### config.mk
export PLATFORM = sky130hd
export DESIGN_NAME = qam_symbol_loader
export DESIGN_NICKNAME = d
export VERILOG_FILES = /design/src/rtl/qam_symbol_loader_pkg.sv /design/src/rtl/qam_sym_fifo.sv /design/src/rtl/qam_symbol_loader.sv
export SDC_FILE = /design/constraint.sdc
export NUM_CORES = 1
export LEC_CHECK = 0
export CAP_MARGIN = 0
export CORE_UTILIZATION = 40
export CTS_CLUSTER_DIAMETER = 200
export DETAILED_ROUTE_END_ITERATION = 7
export HOLD_SLACK_MARGIN = 0.1
export PLACE_DENSITY = 0.56
export SYNTH_ARGS = -nofsm -noshare
export SYNTH_HDL_FRONTEND = slang
export SYNTH_HIERARCHICAL = 1
export SYNTH_SLANG_ARGS = --single-unit
### constraint.sdc
create_clock -name CLK_16 -period 6.7 [get_ports CLK_16]
set_input_delay 1.005 -clock CLK_16 [delete_from_list [all_inputs] [get_ports CLK_16]]
set_output_delay 1.005 -clock CLK_16 [all_outputs]
set_load 0.05 [all_outputs]
### src/rtl/qam_symbol_loader_pkg.sv
// Shared definitions for the 16-QAM symbol loader: FSM states, level codes
// and symbol width used by the loader, its FIFO and the carrier multiplier.
package qam_symbol_loader_pkg;

  typedef enum logic {
    S_IDLE = 1'b0,
    S_RUN  = 1'b1
  } state_t;

  localparam int SYM_W = 4;

  localparam logic signed [2:0] LVL_M3 = 3'sb101;
  localparam logic signed [2:0] LVL_M1 = 3'sb111;
  localparam logic signed [2:0] LVL_P1 = 3'sb001;
  localparam logic signed [2:0] LVL_P3 = 3'sb011;
  localparam logic signed [2:0] LVL_Z  = 3'sb000;

endpackage

### src/rtl/qam_sym_fifo.sv
// Synchronous symbol FIFO; read data is registered on pop so the head symbol
// appears the cycle after the pop request.
module qam_sym_fifo
  import qam_symbol_loader_pkg::*;
#(
  parameter int FIFO_DEPTH = 4,
  parameter int LVL_W      = 3
) (
  input  logic             clk,
  input  logic             rst,
  input  logic             push,
  input  logic [SYM_W-1:0] push_data,
  input  logic             pop,
  output logic [SYM_W-1:0] rd_data,
  output logic             full,
  output logic             empty,
  output logic [LVL_W-1:0] level
);

  localparam int PTR_W = (FIFO_DEPTH > 1) ? $clog2(FIFO_DEPTH) : 1;

  logic [SYM_W-1:0] mem [FIFO_DEPTH];
  logic [PTR_W-1:0] wr_ptr;
  logic [PTR_W-1:0] rd_ptr;
  logic [LVL_W-1:0] count;
  logic             do_push;
  logic             do_pop;

  assign full    = (count == LVL_W'(FIFO_DEPTH));
  assign empty   = (count == '0);
  assign level   = count;
  assign do_push = push & ~full;
  assign do_pop  = pop & ~empty;

  always_ff @(posedge clk) begin
    if (rst) begin
      wr_ptr <= '0;
      rd_ptr <= '0;
      count  <= '0;
    end else begin
      if (do_push) wr_ptr <= wr_ptr + 1'b1;
      if (do_pop)  rd_ptr <= rd_ptr + 1'b1;
      case ({do_push, do_pop})
        2'b10:   count <= count + 1'b1;
        2'b01:   count <= count - 1'b1;
        default: count <= count;
      endcase
    end
  end

  // Storage and read register carry no reset; occupancy gates their use.
  always_ff @(posedge clk) begin
    if (do_push) mem[wr_ptr] <= push_data;
    if (do_pop)  rd_data     <= mem[rd_ptr];
  end

endmodule

### src/rtl/qam_symbol_loader.sv
// 16-QAM symbol source: packs serial bits into symbols, queues them, and
// releases one Gray-mapped I/Q pair per carrier-period boundary.
module qam_symbol_loader
  import qam_symbol_loader_pkg::*;
#(
  parameter int FIFO_DEPTH  = 4,
  parameter int SYM_QUADS   = 4,
  parameter int PRIME_LEVEL = 2
) (
  input  logic       CLK_16,
  input  logic       RST,
  input  logic       Quad_Change,
  input  logic       DIN,
  input  logic       DIN_VALID,
  output logic       DIN_READY,
  output logic [2:0] I_LEVEL,
  output logic [2:0] Q_LEVEL,
  output logic       SYM_STROBE,
  output logic       UNDERRUN,
  output logic [2:0] FIFO_LEVEL
);

  localparam int QC_W = (SYM_QUADS > 1) ? $clog2(SYM_QUADS) : 1;

  function automatic logic signed [2:0] map_level(input logic [1:0] pair);
    case (pair)
      2'b00:   return LVL_M3;
      2'b01:   return LVL_M1;
      2'b11:   return LVL_P1;
      default: return LVL_P3;
    endcase
  endfunction

  logic             qc_d;
  logic             qc_rise;
  logic             boundary;
  logic [QC_W-1:0]  quad_cnt;
  logic [2:0]       shift_p0;
  logic [1:0]       bitcnt;
  logic             accept;
  logic             push;
  logic [SYM_W-1:0] push_data;
  logic             pop;
  logic             fifo_full;
  logic             fifo_empty;
  logic [2:0]       level;
  logic [SYM_W-1:0] sym_p1;
  state_t           state;
  state_t           state_nxt;
  logic             strobe_nxt;
  logic             out_en_nxt;
  logic             underrun_set;
  logic             vld_p1;
  logic             out_en_p1;
  logic             underrun;

  assign qc_rise   = Quad_Change & ~qc_d;
  assign boundary  = qc_rise & (quad_cnt == QC_W'(SYM_QUADS - 1));
  assign DIN_READY = ~fifo_full | (bitcnt != 2'd3);
  assign accept    = DIN_VALID & DIN_READY;
  assign push      = accept & (bitcnt == 2'd3);
  assign push_data = {shift_p0, DIN};

  qam_sym_fifo #(
    .FIFO_DEPTH (FIFO_DEPTH),
    .LVL_W      (3)
  ) u_fifo (
    .clk       (CLK_16),
    .rst       (RST),
    .push      (push),
    .push_data (push_data),
    .pop       (pop),
    .rd_data   (sym_p1),
    .full      (fifo_full),
    .empty     (fifo_empty),
    .level     (level)
  );

  // Pop decisions use pre-push occupancy: a symbol landing on the boundary
  // cycle cannot rescue that boundary.
  always_comb begin
    state_nxt    = state;
    pop          = 1'b0;
    strobe_nxt   = 1'b0;
    out_en_nxt   = out_en_p1;
    underrun_set = 1'b0;
    case (state)
      S_IDLE: begin
        if (boundary && (level >= 3'(PRIME_LEVEL))) begin
          pop        = 1'b1;
          strobe_nxt = 1'b1;
          out_en_nxt = 1'b1;
          state_nxt  = S_RUN;
        end
      end
      S_RUN: begin
        if (boundary) begin
          if (!fifo_empty) begin
            pop        = 1'b1;
            strobe_nxt = 1'b1;
          end else begin
            underrun_set = 1'b1;
            out_en_nxt   = 1'b0;
            state_nxt    = S_IDLE;
          end
        end
      end
      default: state_nxt = S_IDLE;
    endcase
  end

  // p0 -> p1: boundary decision registered alongside the popped symbol
  always_ff @(posedge CLK_16) begin
    if (RST) begin
      qc_d      <= 1'b0;
      quad_cnt  <= '0;
      bitcnt    <= 2'd0;
      state     <= S_IDLE;
      vld_p1    <= 1'b0;
      out_en_p1 <= 1'b0;
      underrun  <= 1'b0;
    end else begin
      qc_d <= Quad_Change;
      if (qc_rise) quad_cnt <= boundary ? '0 : quad_cnt + 1'b1;
      if (accept)  bitcnt   <= bitcnt + 2'd1;
      state     <= state_nxt;
      vld_p1    <= strobe_nxt;
      out_en_p1 <= out_en_nxt;
      if (underrun_set) underrun <= 1'b1;
    end
  end

  always_ff @(posedge CLK_16) begin
    if (accept) shift_p0 <= {shift_p0[1:0], DIN};
  end

  assign I_LEVEL    = out_en_p1 ? map_level(sym_p1[3:2]) : LVL_Z;
  assign Q_LEVEL    = out_en_p1 ? map_level(sym_p1[1:0]) : LVL_Z;
  assign SYM_STROBE = vld_p1;
  assign UNDERRUN   = underrun;
  assign FIFO_LEVEL = level;

endmodule

==> After elaboration in Yosys (flattened, before gate mapping) <==
Memories as Yosys holds them, arrays and structs flattened. A register that Yosys moved wholly into a read port is not among the register bits.
Cells that the tools add are included.
Widths: inputs -> output; s select.
{ "word_totals": {"reg_bits": 19, "ramBits": 16, "output_inout_bits": 12, "wordCells": 70, "n_memories": 1} }
{ "mem_list": {"columns": ["memory", "depth", "width", "rd", "rd_clocked_by_memory_dff", "wr", "line_no", "text"], "rows": [
  ["u_fifo.mem", 4, 4, 1, 1, 1, "qam_sym_fifo.sv:22", "logic [SYM_W-1:0] mem [FIFO_DEPTH];"]
]} }
{ "op_classes": {"add_sub_neg": 6, "n_lt_le_gt_ge": 1, "n_eq_ne": 13, "muxes": 21, "n_bitwise": 11, "n_reduce_logical": 6} }
{ "ops": {"columns": ["op", "n"], "rows": [
  ["$pmux 3 s3", 2],
  ["$mux 1", 12],
  ["$eq 2x2->1 const B", 5],
  ["$add 2x1->2 const B", 4],
  ["$ne 2x2->1 const B", 4],
  ["$and 1x1->1", 6],
  ["$eq 2x1->1 const B", 3],
  ["$mux 3", 2],
  ["$pmux 1 s2", 3],
  ["$pmux 3 s2", 1],
  ["$logic_not 2->1", 2],
  ["$not 1->1", 4],
  ["$add 3x1->3 const B", 1],
  ["$eq 3x3->1 const B", 1],
  ["$ge 3x2->1 const B", 1],
  ["$logic_not 3->1", 1],
  ["$reduce_and 3->1", 1],
  ["$sub 3x1->3 const B", 1],
  ["$mux 2", 1],
  ["$reduce_bool 2->1", 1],
  ["$logic_and 1x1->1", 1],
  ["$or 1x1->1", 1]
]} }

==> Longest topological paths before layout <==
{ "depth": {"ltp_word": 9, "depth_mapped": 11, "ltp_nobuf": 11} }

==> Hierarchy <==
The synthesis kept the hierarchy.
{ "modules_own_cells": {"columns": ["module", "n_inst", "cells_each", "area_per_inst_um2"], "rows": [
  ["qam_sym_fifo", 1, 75, 1123.6],
  ["qam_symbol_loader", 1, 58, 610.6]
]} }

==> Worst setup path after synthesis <==
OpenSTA, ideal clock, no wires.
{ "synth_path": {"path_type": "input-to-reg", "from": "in Quad_Change", "to": "reg u_fifo.count[2], in the netlist u_fifo/level[2]", "setup_time_ns": 0.070, "t_arrival_ns": 2.784, "path_slack_ns": 3.846, "path_stages": 10, "path_buffers": 0, "path_cell_list": "and3b_2 -> o311a_2 -> o31ai_1 -> inv_1 -> ha_1 -> inv_1 -> fa_1 -> xor2_1 -> or3_1 -> a21oi_1"} }
{ "synth_between": {"elab_chain_cells": 8, "word_cells_on_any_way": 11} }
{ "synth_lines": {"columns": ["item", "line_no", "text"], "rows": [
  ["from (decl)", "qam_symbol_loader.sv:12", "input logic Quad_Change,"],
  ["$and 1x1->1 *", "qam_symbol_loader.sv:57", "assign qc_rise = Quad_Change & ~qc_d;"],
  ["$and 1x1->1 *", "qam_symbol_loader.sv:58", "assign boundary = qc_rise & (quad_cnt == QC_W'(SYM_QUADS - 1));"],
  ["$logic_and 1x1->1", "qam_symbol_loader.sv:89", "if (boundary && (level >= 3'(PRIME_LEVEL))) begin"],
  ["$mux 1", "qam_symbol_loader.sv:89", null],
  ["$pmux 1 s2 *", "qam_symbol_loader.sv:87", "case (state)"],
  ["net pop", "qam_symbol_loader.sv:43", "logic pop;"],
  ["$and 1x1->1 *", "qam_sym_fifo.sv:33", "assign do_pop = pop & ~empty;"],
  ["net u_fifo.do_pop", "qam_sym_fifo.sv:27", "logic do_pop;"],
  ["$eq 2x1->1 / $eq 2x2->1 (equally long branches)", "qam_sym_fifo.sv:43", "case ({do_push, do_pop})"],
  ["$pmux 3 s2 / $reduce_bool 2->1 (equally long branches)", null, null],
  ["to (signal assigned)", "qam_sym_fifo.sv:44", "2'b10: count <= count + 1'b1;"],
  ["to (signal assigned)", "qam_sym_fifo.sv:45", "2'b01: count <= count - 1'b1;"],
  ["to (signal assigned)", "qam_sym_fifo.sv:46", "default: count <= count;"],
  ["to (decl)", "qam_sym_fifo.sv:25", "logic [LVL_W-1:0] count;"]
]} }
The timed path passes the listed nets; every way through them passes the cells marked *.
A chain may end at the register's enable or synchronous reset.

==> Final worst setup path <==
Same ends and word-level chain as after synthesis.

==> impl_metrics.tcl <==
set metrics [dict create \
    swShare 0.192 \
    insertion_delay_ns 0.28 \
    final_antenna_net_count 0 \
    slew_headroom 0.597 \
    grt-ovfl-total 0 \
    synth_top_area_cell "edfxtp_1" \
    routedWlPerCell_um 12.2 \
    critPathKind "in2reg" \
    num-fill-cells 366 \
    period_needed_ns 3.19 \
    hold_path.class "reg2reg" \
    root_buffer "clkbuf_8" \
    area_delta_synth_final_pct 18.0 \
    leakage_uw 0.000750 \
    internal_power_uw 376 \
    maxCapViolCount 0 \
    syn-num-nets 151 \
    grt_max_degree 17 \
    power_uw 465 \
    pwr-share-clk 0.407 \
    grt_pass1_vias 979 \
    reg2reg_depth 11 \
    die_h_um 67.8 \
    startpoint_type "input port" \
    drive_above_1_share 0.137 \
    synth_most_common_cell "edfxtp_1" \
    combinationalPowerShare 0.031 \
    drc 0 \
    antenna_found_initial 0 \
    grt_pass1_wl_um 4330 \
    placed_cells 195 \
    stdcell_count 203 \
    diodes 0 \
    synth_area_per_cell_um2 13.0 \
    worst_clock_skew_ns 0.00360 \
    cts_buffers 5 \
    first_pass_iters 4 \
    nets 170 \
    ioPinCount 17 \
    fin_crit_sh 0.476 \
    synth_cells 133 \
    ctsHtreeMaxLevel 2 \
    worstPathRequired_ns 6.91 \
    fp.dieW_um 67.8 \
    synthArstFlopShare 0 \
    initialDrtViolationCount 47 \
    grtUsageTotal 0.132 \
    synth_seq_cells 39 \
    synthTopCellsByArea "edfxtp_1 40%, dfxtp_1 18%, ha_1 8.7%" \
    cts_setup_buffers 0 \
    vias 1005 \
    power.density_nw_per_um2 227 \
    cp_max_fo 5 \
    fp.coreArea_um2 4090 \
    wl_um 2480 \
    worstMarginPinSlew_ns 0.602 \
    finalSetupViolCount 0 \
    clkSinkCount 39 \
    timing.hold.ws_ns 0.489 \
    synth_cell_types 34 \
    synthesis.area_um2 1730 \
    vias_per_cell 4.95 \
    drv_slew 0 \
    yosys-top-cells-count "23 x edfxtp_1, 16 x dfxtp_1, 14 x inv_1, 14 x nor2_1, 12 x ha_1" \
    cts_resized 0 \
    fin_setup_tns_ns 0 \
    num_rows 23 \
    hpwl_um 1850 \
    max_freq_mhz 314 \
    io_buffer_count 16 \
    synthFlopType "edfxtp_1" \
    gp_congestion 0.741 \
    start_util 0.424 \
    cp.arrival_ns 3.40 \
    rsz0062_at_grt "no" \
    synth_edf_count 23 \
    clk_pin_slew_ns 0.07 \
    ys_warn_count 6 \
    peakVddDrop_uv 183 \
    yosysTopAreaCellShare 0.398 \
    hold_buffers 0 \
    seq_power_share 0.562 \
    hold_violations 0 \
    run_status "completed" \
    die_area_um2 4600 \
    end_kind "flop" \
    switchingPower_uw 89.1 \
    hold_path_depth 1 \
    cts.path.max_buffers 2 \
    cts_tree "built" \
    ys_seq_area_frac 0.583 \
]
==> power by group through the flow <==
stage | registers [uW] | clock network, uW | logic [uW]
after floorplan | 266 | 0 | 8.78
after global placement | 266 | 0 | 13.8
after detailed placement | 267 | 0 | 14.4
after CTS | 261 | 196 | 14.5
after global routing | 262 | 207 | 15.7
final | 261 | 189 | 14.2
==> cell usage in the layout, fill, tap and decap left out, types with 3 or more instances in the layout <==
cell             synthesis  layout
edfxtp_1                23      23
a21oi_1                  5       5
nand2_1                  3       3
nor2_1                  14      14
mux4_2                   4       4
inv_1                   14      14
clkdlybuf4s50_1          0      16
dfxtp_1                 16      16
xor2_1                   3       3
clkbuf_8                 0       5
ha_1                    12      12
o21ai_0                  4       4
and2_1                   6       6
mux2i_1                  3       3
or3_1                    3       3
==> flip-flops by register name, summed over array words and instances, names as in the netlist, 2 cells and up <==
name	flops
bitcnt	2
u_fifo/rd_data	4
u_fifo/rd_ptr	2
u_fifo/wr_ptr	2
u_fifo/level	3
quad_cnt	2
shift_p0	3
u_fifo/mem	16
==> through the flow <==
stage	instance area (um^2)	setup slack [ns]	utilization
floorplan	1730	3.85	-
global placement	1930	3.27	0.473
detailed placement	1930	3.20	0.473
CTS	2050	3.50	0.501
global route	2050	3.34	0.501
finish	2050	3.51	0.501
==> final cells by class <==
cell class / count / area, um^2 / share of cell area
inverters: 14 / 52.6 / 0.0257
well taps: 50 / 62.6 / 0.0306
clock buffers: 5 / 68.8 / 0.0336
clock inverters: 3 / 43.8 / 0.0214
flip-flops and latches: 39 / 1010 / 0.494
multi-input cells: 76 / 647 / 0.316
repair buffers: 16 / 160 / 0.0783
==> worst paths after layout <==
path                        start               to  slack [ns]
setup / recovery      Quad_Change  u_fifo/level[2]        3.51
hold / removal           UNDERRUN         UNDERRUN        0.49
setup reg to reg  u_fifo/level[2]  u_fifo/level[2]        4.02
hold reg to reg          UNDERRUN         UNDERRUN        0.49
==> logic make-up (layout without fill, tap and decap cells) <==
| kind of cell | Yosys count | in the layout | synth area share |
|---|---|---|---|
| XOR/XNOR | 4 | 4 | 0.0202 |
| buffers and inverters | 18 | 38 | 0.0440 |
| AND/OR/NAND/NOR | 36 | 36 | 0.120 |
| adder cells (fa/ha/maj) | 13 | 13 | 0.0981 |
| flip-flops | 39 | 39 | 0.583 |
| AO/OA/AOI/OAI | 16 | 16 | 0.0649 |
| multiplexers | 7 | 7 | 0.0693 |
==> routing by layer <==
metal,track usage,up-vias,share of wire
li1,-,500,-
met1,0.157,480,0.45
met2,0.210,19,0.48
met3,0.0500,6,0.045
met4,0.0625,0,0.021
met5,0,-,0
==> critical path: stages <==
cell and delay [ns]:
clkdlybuf4s50_1 0.48, and3b_2 0.20, o311a_2 0.19, o31ai_1 0.09
inv_1 0.19, ha_1 0.22, inv_1 0.06, fa_1 0.37
xor2_1 0.16, or3_1 0.30, a21oi_1 0.14
Power figures use the tool's default switching activity.
==> RTL edit, RTL diff (same flow settings) <==
`SYM_QUADS`: 4 -> 2.
--- a/src/rtl/qam_symbol_loader.sv
+++ b/src/rtl/qam_symbol_loader.sv
@@ -4,7 +4,7 @@
   import qam_symbol_loader_pkg::*;
 #(
   parameter int FIFO_DEPTH  = 4,
-  parameter int SYM_QUADS   = 4,
+  parameter int SYM_QUADS   = 2,
   parameter int PRIME_LEVEL = 2
 ) (
   input  logic       CLK_16,
Check against the original RTL: not equivalent (a bounded check fails within 10 cycles, from zero or initial values and one cycle with RST high).
==> RTL edit against the original RTL <==
Area after synthesis is 3.2% lower. Combinational power is 6% lower. Power is 7.2% higher. Worst setup slack worse by 0.057 ns. Sequential share of layout area is 0.35 points lower. Routed wire length is 3.3% higher. Final area is 1.3% lower. Sequential cell count is 1 lower. Critical path depth stayed put. Clock power is 22% higher. Clock skew hardly changed. Critical path type unchanged. Critical endpoint unchanged. Largest cell class unchanged. Highest routed layer unchanged.
==> RTL edit: results (changes against the original RTL) <==
GR Layer Usage met3 0.0462 (-0.00377); final net count 164 (-3.5%); register area share after synthesis 0.590 (+0.00719); Worst IR Drop VDD 0.105 mV (-42%); register area 991 µm² (-2.0%); placed wire-length estimate 1860 µm (+0.75%); seq_cells 38 (-2.6%); hold slack 0.484 ns (-0.00440 ns); multi-input gate share of total cell area 0.305 (-0.0114); Data buffer area share 0.0793 (+0.00102); vias in the first global route 952 (-2.8%); multi-input gates 72 (-5.3%); DR vias 960 (-4.5%); sequential cell area share 0.491 (-0.00348); Int Pwr 0.000408 W (+8.5%); Comb pwr share 0.027 (-0.004); port buffer count 16 (unchanged); Slew headroom 0.632 (+0.0351); Flop+latch power 0.000255 W (-2%); DR WL met2 1290 µm (+8.1%); WL/cell 12.9 µm (+6.0%); Placed Area 0.00188 mm² (-2.7%); crit path DAT 3.46 ns (+0.06 ns); initial DRC count 25 (-47%); Layout clock area frac 0.0682 (+0.0131); Setup WS pre-CTS 3.16 ns (-0.0382 ns); global-route wire length before repair 4360 µm (+0.79%); top post-synthesis cells by area edfxtp_1 41%, dfxtp_1 18%, ha_1 8.2%, mux4_2 5.4%, inv_1 3.1%; post-synthesis net count 144 (-4.6%); Layout fillers 354 (-3.3%); Placed Cells 190 (-2.6%); GRT Total Usage 0.139 (+0.00703); Yosys warnings 6 (unchanged); layout cells sized above 1 0.128 (-0.00888); Met1 Wirelength 1120 µm (-0.44%); Worst R2R Setup Slack 3.93 ns (-0.09 ns); outcome completed; DR WL met3 91 µm (-18%); largest net degree at the start of global routing 16 (-1); Static Leakage 0.742 nW (-1.1%); Cell Area, Synth 0.00168 mm² (-3.2%); power per cell area 247 mW/mm² (+8.6%); Synth top cells by count 23 x edfxtp_1, 15 x dfxtp_1, 14 x inv_1; Cells after Synth 127 (-4.5%)
-- RTL edit: cell families after synthesis --
family                     after synthesis  synth area share
AOI/OAI and AO/OA                       16            0.0663
xor gates and xnor gates                 5            0.0261
adders and majority gates               12            0.0939
buffers and inverters                   17            0.0432
DFF                                     38             0.590
muxes                                    5            0.0596
and+or+nand+nor                         34             0.121
-- RTL edit: worst max path at each step --
stage | from | endpoint | slack [ns]
floorplan | Quad_Change | u_fifo/level[2] | 3.84
global route | Quad_Change | u_fifo/level[2] | 3.32
finish | Quad_Change | u_fifo/level[2] | 3.45
detailed placement | Quad_Change | u_fifo/level[2] | 3.16
global placement | Quad_Change | u_fifo/level[2] | 3.27
CTS | Quad_Change | u_fifo/level[2] | 3.46
-- RTL edit: critical path: stages --
cell and delay [ns]:
clkdlybuf4s50_1 0.48, and3b_2 0.20, o311a_1 0.20, o31ai_1 0.10, inv_1 0.19, ha_1 0.23, inv_1 0.06, fa_1 0.37
xor2_1 0.16, or3_1 0.31, a21oi_1 0.15
